[config.mk]
export PLATFORM = sky130hd
export DESIGN_NAME = intdiv_ctrl
export DESIGN_NICKNAME = d
export VERILOG_FILES = /design/src/rtl/intdiv_ctrl_pkg.sv /design/src/rtl/intdiv_ctrl_fifo.sv /design/src/rtl/intdiv_ctrl.sv
export SDC_FILE = /design/constraint.sdc
export NUM_CORES = 1
export LEC_CHECK = 0
export CAP_MARGIN = 25
export CELL_PAD_IN_SITES_DETAIL_PLACEMENT = 0
export CELL_PAD_IN_SITES_GLOBAL_PLACEMENT = 1
export CORE_MARGIN = 1.5
export CORE_UTILIZATION = 41
export DETAILED_ROUTE_END_ITERATION = 10
export HOLD_SLACK_MARGIN = 0.08
export PLACE_DENSITY = 0.77
export RECOVER_POWER = 50
export SLEW_MARGIN = 20
export SYNTH_ARGS = -nofsm -noshare
export SYNTH_HDL_FRONTEND = slang
export SYNTH_HIERARCHICAL = 1
export SYNTH_SLANG_ARGS = --single-unit
[constraint.sdc]
create_clock -name clock -period 2.9 [get_ports clock]
set_input_delay 0.58 -clock clock [delete_from_list [all_inputs] [get_ports clock]]
set_output_delay 0.58 -clock clock [all_outputs]
set_load 0.02 [all_outputs]
[src/rtl/intdiv_ctrl_pkg.sv]
// intdiv_ctrl_pkg: shared layout of the result entries carried from the tag pipe
// through the output FIFO. An entry is {z[N], r[N], ovf, dbz}, LSB first from the
// flags, so the entry width is 2N+2 for any operand width N.
package intdiv_ctrl_pkg;

  localparam int DBZ_BIT = 0;  // entry bit: result came from a divide by zero
  localparam int OVF_BIT = 1;  // entry bit: result came from MIN/-1 overflow
  localparam int FLAG_W  = 2;  // flag bits below the remainder field

  // Width of one result entry for an N-bit divider.
  function automatic int entry_width(input int n);
    return 2 * n + FLAG_W;
  endfunction

endpackage

[src/rtl/intdiv_ctrl_fifo.sv]
// intdiv_ctrl_fifo: synchronous FIFO whose head is held in a register.
// Latency: a push into an empty FIFO is visible on head_* after the same edge.
// Backpressure: pop is honoured only while head_valid; push when full is not guarded.
// Ports: clock/reset_n (async active-low), push/push_data (write side),
//        pop (consume head), head_valid/head_data (registered head), count (entries held).
// head_data keeps its last value while the FIFO is empty and is 0 out of reset.
module intdiv_ctrl_fifo #(
  parameter int WIDTH = 10,
  parameter int DEPTH = 4
) (
  input  logic                     clock,
  input  logic                     reset_n,
  input  logic                     push,
  input  logic [WIDTH-1:0]         push_data,
  input  logic                     pop,
  output logic                     head_valid,
  output logic [WIDTH-1:0]         head_data,
  output logic [$clog2(DEPTH):0]   count
);

  localparam int AW = $clog2(DEPTH);
  localparam int CW = AW + 1;

  logic [WIDTH-1:0] mem [DEPTH];
  logic [AW-1:0]    wr_ptr;
  logic [AW-1:0]    rd_ptr;
  logic [AW-1:0]    rd_ptr_nxt;
  logic [CW-1:0]    count_kept;
  logic [CW-1:0]    count_nxt;
  logic [WIDTH-1:0] head_nxt;
  logic             pop_ok;

  always_comb begin
    pop_ok     = pop && head_valid;
    rd_ptr_nxt = pop_ok ? rd_ptr + AW'(1) : rd_ptr;
    count_kept = count - CW'(pop_ok);
    count_nxt  = count_kept + CW'(push);
    // With nothing left after the pop, the incoming entry becomes the head
    // directly; its memory slot is only written at this same edge.
    head_nxt   = (count_kept == '0) ? push_data : mem[rd_ptr_nxt];
  end

  always_ff @(posedge clock) begin
    if (push) begin
      mem[wr_ptr] <= push_data;
    end
  end

  always_ff @(posedge clock or negedge reset_n) begin
    if (!reset_n) begin
      wr_ptr     <= '0;
      rd_ptr     <= '0;
      count      <= '0;
      head_valid <= 1'b0;
      head_data  <= '0;
    end else begin
      if (push) begin
        wr_ptr <= wr_ptr + AW'(1);
      end
      rd_ptr     <= rd_ptr_nxt;
      count      <= count_nxt;
      head_valid <= (count_nxt != '0);
      if (count_nxt != '0) begin
        head_data <= head_nxt;
      end
    end
  end

endmodule

[src/rtl/intdiv_ctrl.sv]
// intdiv_ctrl: valid/ready wrapper around the non-stalling pipelined signed divider core.
// Latency: accept at edge k -> out_valid after edge k+DIV_LAT+1 (FIFO empty), in order.
// Backpressure: credit-based; in_ready only while FIFO entries + in-flight tags < DEPTH.
// Ports: clock/reset_n (async active-low); in_valid/in_ready/in_x/in_y operand side;
//        div_x/div_y to the core, div_z/div_r from its registered outputs;
//        out_valid/out_ready/out_z/out_r/out_dbz/out_ovf result side (FIFO head).
module intdiv_ctrl
  import intdiv_ctrl_pkg::*;
#(
  parameter int N       = 4,
  parameter int DIV_LAT = 4,
  parameter int DEPTH   = 4
) (
  input  logic         clock,
  input  logic         reset_n,
  input  logic         in_valid,
  output logic         in_ready,
  input  logic [N-1:0] in_x,
  input  logic [N-1:0] in_y,
  output logic [N-1:0] div_x,
  output logic [N-1:0] div_y,
  input  logic [N-1:0] div_z,
  input  logic [N-1:0] div_r,
  output logic         out_valid,
  input  logic         out_ready,
  output logic [N-1:0] out_z,
  output logic [N-1:0] out_r,
  output logic         out_dbz,
  output logic         out_ovf
);

  localparam int EW  = entry_width(N);
  localparam int RL  = FLAG_W;
  localparam int ZL  = FLAG_W + N;
  localparam int FCW = $clog2(DEPTH) + 1;
  localparam int CW  = $clog2(DEPTH + DIV_LAT + 1) + 1;
  localparam logic [N-1:0] MIN_VAL = {1'b1, {(N-1){1'b0}}};
  localparam logic [N-1:0] ONE     = N'(1);

  logic           ready_en;
  logic           accept;
  logic           is_dbz;
  logic           is_ovf;
  logic [N-1:0]   spc_z;
  logic [N-1:0]   spc_r;
  logic [CW-1:0]  inflight;
  logic [FCW-1:0] fifo_count;
  logic [EW-1:0]  push_data;
  logic [EW-1:0]  head_data;
  logic           head_valid;
  logic           pop;

  // Tag stage 0 is captured on the accept edge, the same edge the core samples
  // x/y; stage DIV_LAT lines up with the core's registered z/r for that operation.
  logic [DIV_LAT:0] tag_vld;
  logic [DIV_LAT:0] tag_dbz;
  logic [DIV_LAT:0] tag_ovf;
  logic [N-1:0]     tag_z [DIV_LAT+1];
  logic [N-1:0]     tag_r [DIV_LAT+1];

  always_comb begin
    inflight = '0;
    for (int i = 0; i <= DIV_LAT; i++) begin
      inflight = inflight + CW'(tag_vld[i]);
    end
    // Registered state only: a pop this cycle frees its credit next cycle.
    in_ready = ready_en && ((CW'(fifo_count) + inflight) < CW'(DEPTH));
    accept   = in_valid && in_ready;

    is_dbz   = (in_y == '0);
    is_ovf   = !is_dbz && (in_x == MIN_VAL) && (in_y == {N{1'b1}});
    spc_z    = is_dbz ? {N{1'b1}} : in_x;
    spc_r    = is_dbz ? in_x : '0;

    // Special cases never reach the core, so it cannot be handed y == 0.
    div_x = '0;
    div_y = ONE;
    if (accept && !is_dbz && !is_ovf) begin
      div_x = in_x;
      div_y = in_y;
    end
  end

  always_ff @(posedge clock or negedge reset_n) begin
    if (!reset_n) begin
      ready_en <= 1'b0;
      tag_vld  <= '0;
      tag_dbz  <= '0;
      tag_ovf  <= '0;
      for (int i = 0; i <= DIV_LAT; i++) begin
        tag_z[i] <= '0;
        tag_r[i] <= '0;
      end
    end else begin
      ready_en <= 1'b1;
      tag_vld  <= {tag_vld[DIV_LAT-1:0], accept};
      tag_dbz  <= {tag_dbz[DIV_LAT-1:0], accept && is_dbz};
      tag_ovf  <= {tag_ovf[DIV_LAT-1:0], accept && is_ovf};
      tag_z[0] <= spc_z;
      tag_r[0] <= spc_r;
      for (int i = 1; i <= DIV_LAT; i++) begin
        tag_z[i] <= tag_z[i-1];
        tag_r[i] <= tag_r[i-1];
      end
    end
  end

  always_comb begin
    push_data = '0;
    if (tag_dbz[DIV_LAT] || tag_ovf[DIV_LAT]) begin
      push_data[ZL +: N]  = tag_z[DIV_LAT];
      push_data[RL +: N]  = tag_r[DIV_LAT];
      push_data[DBZ_BIT]  = tag_dbz[DIV_LAT];
      push_data[OVF_BIT]  = tag_ovf[DIV_LAT];
    end else begin
      push_data[ZL +: N]  = div_z;
      push_data[RL +: N]  = div_r;
    end
    pop = head_valid && out_ready;
  end

  intdiv_ctrl_fifo #(
    .WIDTH (EW),
    .DEPTH (DEPTH)
  ) u_fifo (
    .clock      (clock),
    .reset_n    (reset_n),
    .push       (tag_vld[DIV_LAT]),
    .push_data  (push_data),
    .pop        (pop),
    .head_valid (head_valid),
    .head_data  (head_data),
    .count      (fifo_count)
  );

  always_comb begin
    out_valid = head_valid;
    out_z     = head_data[ZL +: N];
    out_r     = head_data[RL +: N];
    out_dbz   = head_data[DBZ_BIT];
    out_ovf   = head_data[OVF_BIT];
  end

endmodule

# Word-level counts from Yosys, hierarchy flattened
# Memory sizes are Yosys's and may differ from the RTL's.
# Index checks and enable logic that the tools add are counted.
# word_totals
ff_bits,74
ram_bits,40
inputBits,20
elab_cells,58
mem_count,1
# classes
add_sub_neg,9
magnitude_cmp,1
n_eq_ne,2
muxes,10
reduce_logical,16
# mem_list
name,depth,word_bits,read_ports,rd_clocked_by_memory_dff,write_ports,line_no,rtl
u_fifo.mem,4,10,1,0,1,intdiv_ctrl_fifo.sv:24,logic [WIDTH-1:0] mem [DEPTH];
# ops
operator,count
$mux 4,4
$logic_and 1x1->1,10
$mux 10,1
$eq 4x4->1 const B,2
$mux 8,1
$add 3x5->5,1
$add 4x1->5,1
$lt 5x3->1 const B,1
$add 2x1->2 const B,2
$add 3x1->4,1
$logic_not 4->1,1
$mux 2,2
$add 2x1->3,1
$add 3x1->3,1
$logic_not 3->1,1
$reduce_bool 3->1,1
$sub 3x1->3,1
$add 1x1->2,1
$logic_not 1->1,2
$mux 1,2
$logic_or 1x1->1,1

# Depth between registers and ports, before layout
# Gate-level depths: netlist of run 1.
# depth
depth_word,11
mapped_depth,13
depth_no_buf,11

# Modules after synthesis
# Netlist of run 1, hierarchy kept.
# by_module_without_submodules
module,n_inst,cells_per_inst,area_each_um2
intdiv_ctrl_fifo,1,190,2896.5
intdiv_ctrl,1,103,1795.5

# Worst setup path before layout of run 1
# OpenSTA, ideal clock, no wires.
# synth_path
path_type,flip-flop to output port
from,register u_fifo.count[0]
to,output port div_x[3]
arrival_ps,2535
t_required_ps,2320
path_slack_ps,-215
path_stages_with_launch,7
n_path_buf,0
path_cell_list,dfrtp_1 > fa_1 > fa_1 > ha_1 > or4b_4 > nor3_4 > and4_1
# synth_between
elab_chain_len,7
# synth_rtl
item,line_no,rtl
from (decl),intdiv_ctrl_fifo.sv:18,output logic [$clog2(DEPTH):0] count
from (signal assigned),intdiv_ctrl_fifo.sv:61,count <= count_nxt;
$add 3x5->5,intdiv_ctrl.sv:67,in_ready = ready_en && ((CW'(fifo_count) + inflight) < CW'(DEPTH));
$lt 5x3->1,intdiv_ctrl.sv:67,
$logic_and 1x1->1,intdiv_ctrl.sv:67,
$logic_and 1x1->1,intdiv_ctrl.sv:68,accept = in_valid && in_ready;
net accept,intdiv_ctrl.sv:41,logic accept;
$logic_and 1x1->1 (2 in series),intdiv_ctrl.sv:78,if (accept && !is_dbz && !is_ovf) begin
$mux 4,intdiv_ctrl.sv:78,
to (decl),intdiv_ctrl.sv:20,"output logic [N-1:0] div_x,"
# The timed path passes the listed nets, and every way through them passes these cells.

# Worst setup path in the final report of run 1
# layout_path
from,register tag_vld[2]
to,output port div_x[3]
# layout_between
elab_chain_len,10
# layout_rtl
item,line_no,rtl
from (decl),intdiv_ctrl.sv:55,logic [DIV_LAT:0] tag_vld;
from (signal assigned),intdiv_ctrl.sv:96,"tag_vld <= {tag_vld[DIV_LAT-1:0], accept};"
$add 2x1->3,intdiv_ctrl.sv:64,inflight = inflight + CW'(tag_vld[i]);
$add 3x1->4,intdiv_ctrl.sv:64,
$add 4x1->5,intdiv_ctrl.sv:64,
$add 3x5->5,intdiv_ctrl.sv:67,
$lt 5x3->1,intdiv_ctrl.sv:67,
$logic_and 1x1->1,intdiv_ctrl.sv:67,
$logic_and 1x1->1,intdiv_ctrl.sv:68,
net accept,intdiv_ctrl.sv:41,
$logic_and 1x1->1 (2 in series),intdiv_ctrl.sv:78,
$mux 4,intdiv_ctrl.sv:78,
# The timed path passes the listed nets, and every way through them passes these cells.

==> key figures, run 1 <==
Outcome
  • Outcome: finished, violations left
  • Failing checks: max-capacitance violations, max-slew violations, negative setup slack

Drt
  • DRT antenna net count: 0
  • 1st-iter DRT viols: 101
  • Drt drc: 0
  • WL final: about 8000 µm
  • First drt pass iteration count: 4
  • Vias per cell: a little under 5
  • Via count: about 2,500
  • WL/cell: about 16 µm

Critical path
  • Crit Path Class: reg2out
  • CP Data Arrival Time: 2.96 ns
  • Worst Path Required: between 2 and 2.5 ns
  • Worst path bufs/invs: 2
  • CP startpoint kind: register
  • CP endpoint kind: output port
  • Crit-path leading delay family: adder cells
  • R2R setup slack: 0.25 ns
  • Crit-path max FO: 5
  • Crit path largest cell delay: 0.50 ns
  • Most frequent CP cell: buf_6
  • Slowest CP cell: fa_1
  • CP Cell Sequence: fa_1 -> fa_2 -> ha_4 -> or4b_4 -> nor3_4 -> buf_6 -> and4_4 -> buf_6

Timing
  • Worst Skew: between 0.007 and 0.008 ns
  • Period utilisation layout: 122%
  • Final setup viols: 9
  • Crit path time final: 3.54 ns
  • Worst Slack Setup Final: -0.644 ns
  • Final Hold Viols: 0
  • RSZ-0062 raised after global routing: yes
  • Slew HR: -18.5%
  • Fmax: 282 MHz
  • Slew Limit Fails: 75
  • Worst-margin pin slew: between 1.5 and 2 ns

Floorplanning
  • # IOs: 40
  • Initial core utilization: between 40% and 50%
  • Die X: between 100 and 150 µm
  • Die area: 0.0121 mm²
  • Core box area: ~0.011 mm²
  • Die Ht: 110 µm
  • Rows: 38

Logic synthesis
  • Cells after Synth: approximately 290
  • Synth top cells by count: 74 x dfrtp_1, 40 x edfxtp_1, 40 x mux2i_1
  • Post-synthesis simple-gate area fraction: under 10%
  • Post-synth top flop: dfrtp_1
  • Cell area after synthesis: between 0.004 and 0.005 mm²
  • Top cells by area, synth: dfrtp_1 39%, edfxtp_1 26%, mux2i_1 8.5%
  • Post-synthesis sequential area ratio: between 60 and 70%
  • Post-synthesis mux area share: 15.3%
  • Yosys warnings: 6
  • Syn nets: roughly 330
  • Most common cell in the netlist: dfrtp_1
  • Ys async rst share: between 60% and 70%
  • Largest family of logic cells by synthesized area: multiplexers
  • Number of synthesized flops with an enable pin: 40
  • Synth Area in XOR/XNOR: 1.25%
  • Library cells used by synthesis: 34
  • Post-synthesis compound-gate area fraction: 2.77%
  • Post-synth top area share: between 30% and 40%
  • Adder-Cell Fraction of Synth Area: about 3.8%
  • Yosys top cell by area: dfrtp_1
  • Number of synthesized register bits: between 100 and 150
  • Syn Area/Cell: around 16 µm²

Place
  • Final HPWL from detailed placement: between 5000 and 6000 µm
  • DP Area: around 0.0053 mm²
  • # port buffers: 39
  • Dpl ws: -0.727 ns
  • Final RePlAce weighted congestion: between 0.6 and 0.7

Finish
  • Share of cells above drive strength 1: between 20% and 30%
  • Fillers: 890
  • ANT cells: 0
  • Fin nets: 393
  • P&R area growth vs syn: 26.7%
  • Final Cell Area: between 0.005 and 0.006 mm²

Power and ir drop
  • Gate power share: roughly 33%
  • Internal: 4.29 mW
  • Leak: ~2.6 nW
  • Peak supply drop: between 0.5 and 0.6 mV
  • Switching power: ~1.9 mW
  • P per Cell Area: 1040 mW/mm²
  • Sw Share: between 30 and 40%
  • Clk pwr share: about a third
  • Sequential power share: a little over a third

Clock tree
  • CTS tree: built
  • Worst-path clk slew: 0.05 ns
  • Clock Tree Buf Depth: 2
  • Clock sinks: about 110
  • Clk_lat worst skew: around 0.4 ns
  • H-tree Lvls: 4
  • CTS Hold Bufs: 0
  • CTS root buf: clkbuf_16
  • CTS Buf Count: 17

Global route
  • Largest net degree at the start of global routing: 75
  • GRT overflow: 0
  • Initial antenna violation count: 0
  • First-pass GRT wire length: between 10,000 and 15,000 µm
  • Number of global-route vias before repair: between 2,000 and 3,000
  • GRT Overall Usage: between 10% and 20%

Worst hold path
  • Type of the tightest min-delay check: reg2reg

Flow run
  • Max-Cap Viols: 1
per-layer routing:
metal	wire length [µm]	global-route usage, %	vias up	share of wire [%]
met4	80	5.19	0	0.98
li1	-	-	1189	-
met1	3640	19.0	1262	45
met2	4070	24.6	58	50
met3	360	5.58	8	4.4
met5	0	0	-	0
logic make-up after synthesis:
kind of cell | Yosys count
adder cells (fa/ha/maj) | 13
multiplexers | 58
AO/OA/AOI/OAI | 11
XOR/XNOR | 5
flip-flops | 114
AND/OR/NAND/NOR | 68
buffers and inverters | 23
other | 1
cell type report:
cell class	count	area, µm²	share of cell area, %
Clock buffer	21	504	8.48
Clock inverter	11	72.6	1.22
Inverter	9	33.8	0.568
Multi-Input combinational cell	156	1520	25.5
Sequential cell	114	3050	51.4
Tap cell	140	175	2.95
Timing Repair Buffer	62	588	9.89
sequential cells by signal, summed over array words and instances, names as in the netlist:
register,count
ready_en,1
tag_dbz,5
tag_ovf,5
tag_r,20
tag_vld,5
tag_z,20
u_fifo/count,3
u_fifo/head_data,10
u_fifo/head_valid,1
u_fifo/mem,40
u_fifo/rd_ptr,2
u_fifo/wr_ptr,2
cell usage in the layout (no fill, tap or decap), types with 2 or more instances in the layout:
cell	Yosys	layout
nor2_1	12	11
inv_2	2	2
ha_1	11	10
and3_4	0	3
or4_1	2	2
inv_4	0	2
nor4_1	3	3
mux2i_1	40	40
edfxtp_1	40	40
clkinv_2	0	5
mux4_2	10	10
inv_1	7	7
buf_2	2	2
buf_6	1	12
nand2_1	13	13
buf_4	0	17
clkbuf_16	0	20
nand2b_1	5	5
clkinv_4	0	4
clkdlybuf4s50_1	0	29
o31ai_2	10	10
mux2_2	8	8
xnor2_1	3	3
dfrtp_1	74	73
and2_1	19	19
and3_2	6	3
worst paths after layout:
path,endpoint,from,cells after the start
min,tag_r[14],tag_r[18],0
max,div_x[3],tag_vld[2],8
min reg2reg,tag_r[14],tag_r[18],0
max reg2reg,tag_ovf[0],tag_vld[2],8
max in group asynchronous,u_fifo/rd_ptr[0],reset_n,2
min in group asynchronous,u_fifo/rd_ptr[0],reset_n,2
power groups by stage:
stage	Combinational (mW)	Sequential, mW	Clock [mW]
detailed placement	1.96	2.20	0
CTS	2.02	2.17	1.99
finish	2.06	2.16	1.94
global route	2.24	2.20	2.07
global placement	1.91	2.18	0
floorplan	1.49	2.15	0
metrics by stage:
stage | util [%] | TNS, ns | hold WS (ns) | power (mW) | instances
6_report | 54.1 | -5.61 | 0.342 | 6.16 | 513
5_1_grt | 54.1 | -6.52 | 0.349 | 6.51 | 513
3_5_place_dp | 48.2 | -5.85 | 0.335 | 4.16 | 476
3_3_place_gp | 48.2 | -5.28 | 0.331 | 4.09 | 476
2_1_floorplan | - | -0.279 | 0.284 | 3.64 | 293
4_1_cts | 53.7 | -5.89 | 0.206 | 6.18 | 512
repair_timing:
item                                    CTS  global route
endpoints found under the hold margin     0             0
cloned                                    0             0
buffers inserted                          4             1
pin swaps                                 1             1
endpoints found under the setup margin    9             9
resized for setup                        51            12
No activity file was read; power rests on OpenSTA's default activity.
==> run 2: changes to the inputs <==
- SETUP_SLACK_MARGIN: unset -> 0.4
==> key figures, run 2 (synthesis results as in run 1) <==
Finish
  • Commonest non-fill, non-tap cell in the layout: dfrtp_1
  • Fin nets: 391 (-0.51%)
  • ANT cells: 0 (unchanged)
  • Biggest regs: u_fifo/mem: 40 flops, tag_r: 20 flops, tag_z: 20 flops
  • Largest register by flop count: u_fifo/mem
  • Share of cells above drive strength 1: 32.3% (+3.4 points)
  • P&R area growth vs syn: 27.8%
  • Most frequent cells in the layout: 73 x dfrtp_1, 40 x mux2i_1, 40 x edfxtp_1
  • Max FFs per register: 40 (unchanged)
  • Fillers: 893 (+0.34%)

Critical path
  • CP endpoint kind: output port
  • CP startpoint kind: register
  • Reg2reg path depth: 6 (-2)
  • Crit Path Class: reg2out
  • Crit-path max FO: 3 (-2)
  • Worst Path Required: 2.32 ns (about the same)
  • CP Data Arrival Time: 3.02 ns (+0.06 ns)

Clock tree
  • Worst-path clk slew: 0.06 ns (about the same)
  • CTS root buf: clkbuf_16
  • CTS Buf Count: 17 (unchanged)
  • H-tree Lvls: 4 (unchanged)
  • CTS tree: built
  • Clk_lat worst skew: 0.40 ns (about the same)
  • Clock sinks: 114 (unchanged)
  • Clock Tree Buf Depth: 2 (unchanged)
  • CTS Hold Bufs: 0 (unchanged)

Worst hold path
  • Type of the tightest min-delay check: reg2reg
  • Hold path depth: 0 (unchanged)

Timing
  • RSZ-0062 raised after global routing: yes
  • Fmax: 278 MHz (-1.4%)
  • Worst Skew: 0.00833 ns (+0.000690 ns)
  • Worst-margin pin slew: 1.79 ns (+0.0167 ns)
  • Setup_tns: -5.70 ns (-0.0911 ns)
  • Period utilisation layout: 124% (+1.8 points)
  • Final setup viols: 9 (unchanged)
  • Worst Slack Setup Final: -0.696 ns (-0.0515 ns)
  • Slew HR: -19.6% (-1.1 points)
  • Final Hold Viols: 0 (unchanged)
  • Hold Slack: 0.345 ns (+0.00244 ns)
  • Crit path time final: 3.60 ns (+0.0515 ns)
  • Slew Limit Fails: 75 (unchanged)

Floorplanning
  • Die area: 0.0121 mm² (unchanged)
  • # IOs: 40 (unchanged)
  • Die Ht: 110 µm (unchanged)
  • Die X: 110 µm (unchanged)
  • Rows: 38 (unchanged)
  • Core box area: 0.0110 mm² (unchanged)
  • Initial core utilization: 42.7% (unchanged)

Global route
  • Number of global-route vias before repair: 2,680 (+3.7%)
  • GRT Overall Usage: 14.8% (-0.46 points)
  • GRT overflow: 0 (unchanged)
  • Initial antenna violation count: 0 (unchanged)
  • First-pass GRT wire length: 12,800 µm (-3.4%)
  • Largest net degree at the start of global routing: 75 (unchanged)

Place
  • Final HPWL from detailed placement: 5020 µm (about the same)
  • Dpl ws: -0.699 ns (+0.0277 ns)
  • Final RePlAce weighted congestion: 0.700 (+1.2%)
  • # port buffers: 39 (unchanged)

Drt
  • Via count: 2,536 (+0.75%)
  • 1st-iter DRT viols: 109 (+7.9%)
  • Vias per cell: 4.96 (+1.1%)
  • WL/cell: 15.3 µm (-3.6%)
  • WL final: 7820 µm (-4.0%)
  • First drt pass iteration count: 4 (unchanged)
  • DRT antenna net count: 0 (unchanged)
  • Drt drc: 0 (unchanged)

Power and ir drop
  • Peak supply drop: 0.572 mV (-0.26%)
  • P per Cell Area: 1030 mW/mm² (-0.18%)
  • Leak: 2.56 nW (-1.3%)
  • Pwr Total: 6.20 mW (+0.62%)

Outcome
  • Failing checks: max-capacitance violations, max-slew violations, negative setup slack
  • Outcome: finished, violations left

Flow run
  • Max-Cap Viols: 1 (unchanged)
## run 2: metal layers
layer | track usage (%) | routed length (µm)
met4 | 6.96 | 128
met2 | 25.4 | 4070
met3 | 4.82 | 403
met5 | 0 | 0
met1 | 16.6 | 3220
## run 2: power breakdown
part	switching (mW)	internal, mW	total (mW)
Clock	0.797	1.13	1.93
Sequential	0.244	1.92	2.16
Combinational	0.952	1.16	2.11
Total	1.99	4.21	6.20
## run 2: timing repair
| action | CTS | global route |
|---|---|---|
| gates cloned | 1 | 0 |
| pin swaps | 4 | 6 |
| resized for setup | 50 | 8 |
| endpoints found under the setup margin | 9 | 11 |
| buffers inserted | 2 | 1 |
| endpoints found under the hold margin | 0 | 0 |
## run 2: final timing paths
check / startpoint / to / slack, ns
max in group asynchronous: reset_n / u_fifo/rd_ptr[0] / 1.00
min in group asynchronous: reset_n / u_fifo/head_data[4] / 0.72
worst min register to register: tag_r[4] / tag_r[0] / 0.34
worst max-delay path: tag_vld[2] / div_x[0] / -0.70
worst max register to register: tag_vld[2] / tag_dbz[0] / 0.40
worst min-delay path: tag_r[4] / tag_r[0] / 0.34
## run 2: area by class of cell
type,count,area (µm²),share of cell area (%)
inverters,9,36.3,0.605
well taps,140,175,2.92
multi-input cells,157,1610,26.9
clock inverters,15,134,2.23
clock buffers,17,425,7.10
repair buffers,59,556,9.27
flip-flops and latches,114,3050,50.9
## run 2: through the flow
stage | std cells | util [%] | instance area [µm²]
2_1_floorplan | 293 | - | 4800
3_3_place_gp | 475 | 49.0 | 5380
3_5_place_dp | 475 | 49.0 | 5380
4_1_cts | 510 | 54.3 | 5960
5_1_grt | 511 | 54.6 | 5990
6_report | 511 | 54.6 | 5990
## run 2: worst max-delay path, stage by stage (launching register included)
cell	delay, ns
dfrtp_1	0.40
fa_1	0.51
fa_2	0.35
ha_2	0.17
or4b_4	0.53
nor3_4	0.23
buf_4	0.14
and3_4	0.17
buf_6	0.11
==> run 3: changes to the inputs <==
- CORE_MARGIN: 1.5 -> unset
==> key figures, run 3 (synthesis results as in run 1) <==
Finish
  • Max FFs per register: 40 (unchanged)
  • Share of cells above drive strength 1: 32.7% (+0.37 points)
  • Commonest non-fill, non-tap cell in the layout: dfrtp_1
  • Final Cell Area: 0.00609 mm² (+1.5%)
  • Finished Layout Cells: 516 (+0.98%)
  • ANT cells: 0 (unchanged)
  • P&R area growth vs syn: 29.7%
  • Fin nets: 396 (+1.3%)
  • Most frequent cells in the layout: 73 x dfrtp_1, 40 x mux2i_1, 40 x edfxtp_1
  • Fillers: 882 (-1.2%)
  • Largest register by flop count: u_fifo/mem
  • Biggest regs: u_fifo/mem: 40 flops, tag_r: 20 flops, tag_z: 20 flops

Global route
  • Largest net degree at the start of global routing: 55 (-27%)
  • Number of global-route vias before repair: 2,711 (+1.2%)
  • GRT overflow: 0 (unchanged)
  • GRT Overall Usage: 15.6% (+0.84 points)
  • First-pass GRT wire length: 13,400 µm (+4.5%)
  • Initial antenna violation count: 0 (unchanged)

Clock tree
  • CTS Buf Count: 17 (unchanged)
  • Clock sinks: 114 (unchanged)
  • H-tree Lvls: 4 (unchanged)
  • CTS tree: built
  • Clock Tree Buf Depth: 2 (unchanged)
  • Worst-path clk slew: 0.06 ns (about the same)
  • Clk_lat worst skew: 0.40 ns (about the same)
  • CTS Hold Bufs: 0 (unchanged)
  • CTS root buf: clkbuf_16

Power and ir drop
  • Leak: 2.60 nW (+1.7%)
  • Peak supply drop: 0.520 mV (-9.0%)
  • P per Cell Area: 1060 mW/mm² (+2.2%)

Floorplanning
  • Die Ht: 109 µm (-0.91%)
  • # IOs: 40 (unchanged)
  • Initial core utilization: 42.7% (unchanged)
  • Rows: 38 (unchanged)
  • Die X: 109 µm (-0.91%)
  • Die area: 0.0119 mm² (-1.8%)
  • Core box area: 0.0110 mm² (unchanged)

Critical path
  • Crit Path Class: reg2out
  • CP endpoint kind: output port
  • Worst Path Required: 2.32 ns (about the same)
  • CP startpoint kind: register
  • CP Data Arrival Time: 2.99 ns (-0.03 ns)
  • Crit-path max FO: 5 (+2)

Place
  • Dpl cells: 475 (unchanged)
  • Final RePlAce weighted congestion: 0.671 (-4.1%)
  • # port buffers: 39 (unchanged)
  • Final HPWL from detailed placement: 5250 µm (+4.5%)
  • DP Area: 0.00538 mm² (unchanged)

Drt
  • Drt drc: 0 (unchanged)
  • DRT antenna net count: 0 (unchanged)
  • WL/cell: 16.2 µm (+5.6%)
  • First drt pass iteration count: 4 (unchanged)
  • 1st-iter DRT viols: 120 (+10%)
  • Via count: 2,548 (+0.47%)
  • Vias per cell: 4.94 (-0.50%)
  • WL final: 8340 µm (+6.7%)

Timing
  • Fmax: 280 MHz (+0.64%)
  • Period utilisation layout: 123% (-0.79 points)
  • Final Hold Viols: 0 (unchanged)
  • Worst Skew: 0.0102 ns (+0.00184 ns)
  • Worst Slack Setup Final: -0.673 ns (+0.0228 ns)
  • Slew Limit Fails: 0 (-100%)
  • RSZ-0062 raised after global routing: yes
  • Slew HR: 15.0% (+35 points)
  • Final setup viols: 9 (unchanged)
  • Crit path time final: 3.57 ns (-0.0228 ns)
  • Worst-margin pin slew: 1.27 ns (-0.519 ns)

Flow run
  • Max-Cap Viols: 0 (-1)

Worst hold path
  • Type of the tightest min-delay check: reg2reg

Outcome
  • Failing checks: negative setup slack
  • Outcome: finished, violations left
run 3: cell count changes in the layout (fill, tap and decap cells not counted), moves of 2 or more:
cell	before	now
buf_6	6	14
buf_4	19	15
and3_2	2	4
and3_4	4	2
buf_2	2	0
clkbuf_1	0	2
run 3: layer usage:
metal | routed length (µm) | global-route usage (%)
met1 | 3650 | 19.5
met2 | 4270 | 25.5
met3 | 361 | 4.90
met4 | 59 | 5.79
met5 | 0 | 0
run 3: stage by stage:
step | total power [mW] | utilization, % | TNS (ns) | hold slack [ns] | setup slack (ns)
floorplan | 3.78 | - | -0.279 | 0.284 | -0.0485
global placement | 4.22 | 49.0 | -5.27 | 0.332 | -0.656
detailed placement | 4.28 | 49.0 | -5.95 | 0.335 | -0.731
CTS | 6.31 | 54.4 | -5.89 | 0.157 | -0.691
global route | 6.81 | 55.4 | -6.63 | 0.355 | -0.761
finish | 6.43 | 55.4 | -5.87 | 0.346 | -0.673
run 3: power breakdown:
group	internal [mW]	total (mW)	switching, mW	leakage, nW
logic	1.31	2.33	1.02	1.03
clock network	1.13	1.95	0.813	0.274
registers	1.92	2.16	0.238	1.30
total	4.36	6.43	2.07	2.60
run 3: area by class of cell:
class | count | area (µm²) | share of cell area [%]
tap | 140 | 175 | 2.88
clock buffer | 17 | 425 | 6.99
timing repair buffer | 65 | 658 | 10.8
inverter | 9 | 36.3 | 0.596
clock inverter | 15 | 136 | 2.24
sequential | 114 | 3050 | 50.2
multi-input combinational | 156 | 1600 | 26.3
run 3: critical path, cell delays in order (launching register included):
cell,delay (ns)
dfrtp_1,0.40
fa_1,0.50
fa_2,0.37
ha_4,0.17
or4b_4,0.51
nor3_4,0.19
buf_6,0.15
and4_4,0.20
buf_6,0.11
run 3: repair_timing:
action                                  in CTS  in global routing
setup buffers                                5                  3
gates cloned                                 0                  1
gates resized for setup                     51                 16
pin swaps                                    2                  3
endpoints found under the setup margin       9                 17
run 3: final timing paths:
check	start	to	slack [ns]	cells after the start
max in group asynchronous	reset_n	tag_z[18]	0.66	2
min in group asynchronous	reset_n	u_fifo/head_data[1]	0.40	1
max reg2reg	u_fifo/count[0]	tag_ovf[0]	0.22	8
min reg2reg	tag_z[14]	tag_z[10]	0.35	0
min	tag_z[14]	tag_z[10]	0.35	0
max	u_fifo/count[0]	div_x[3]	-0.67	8
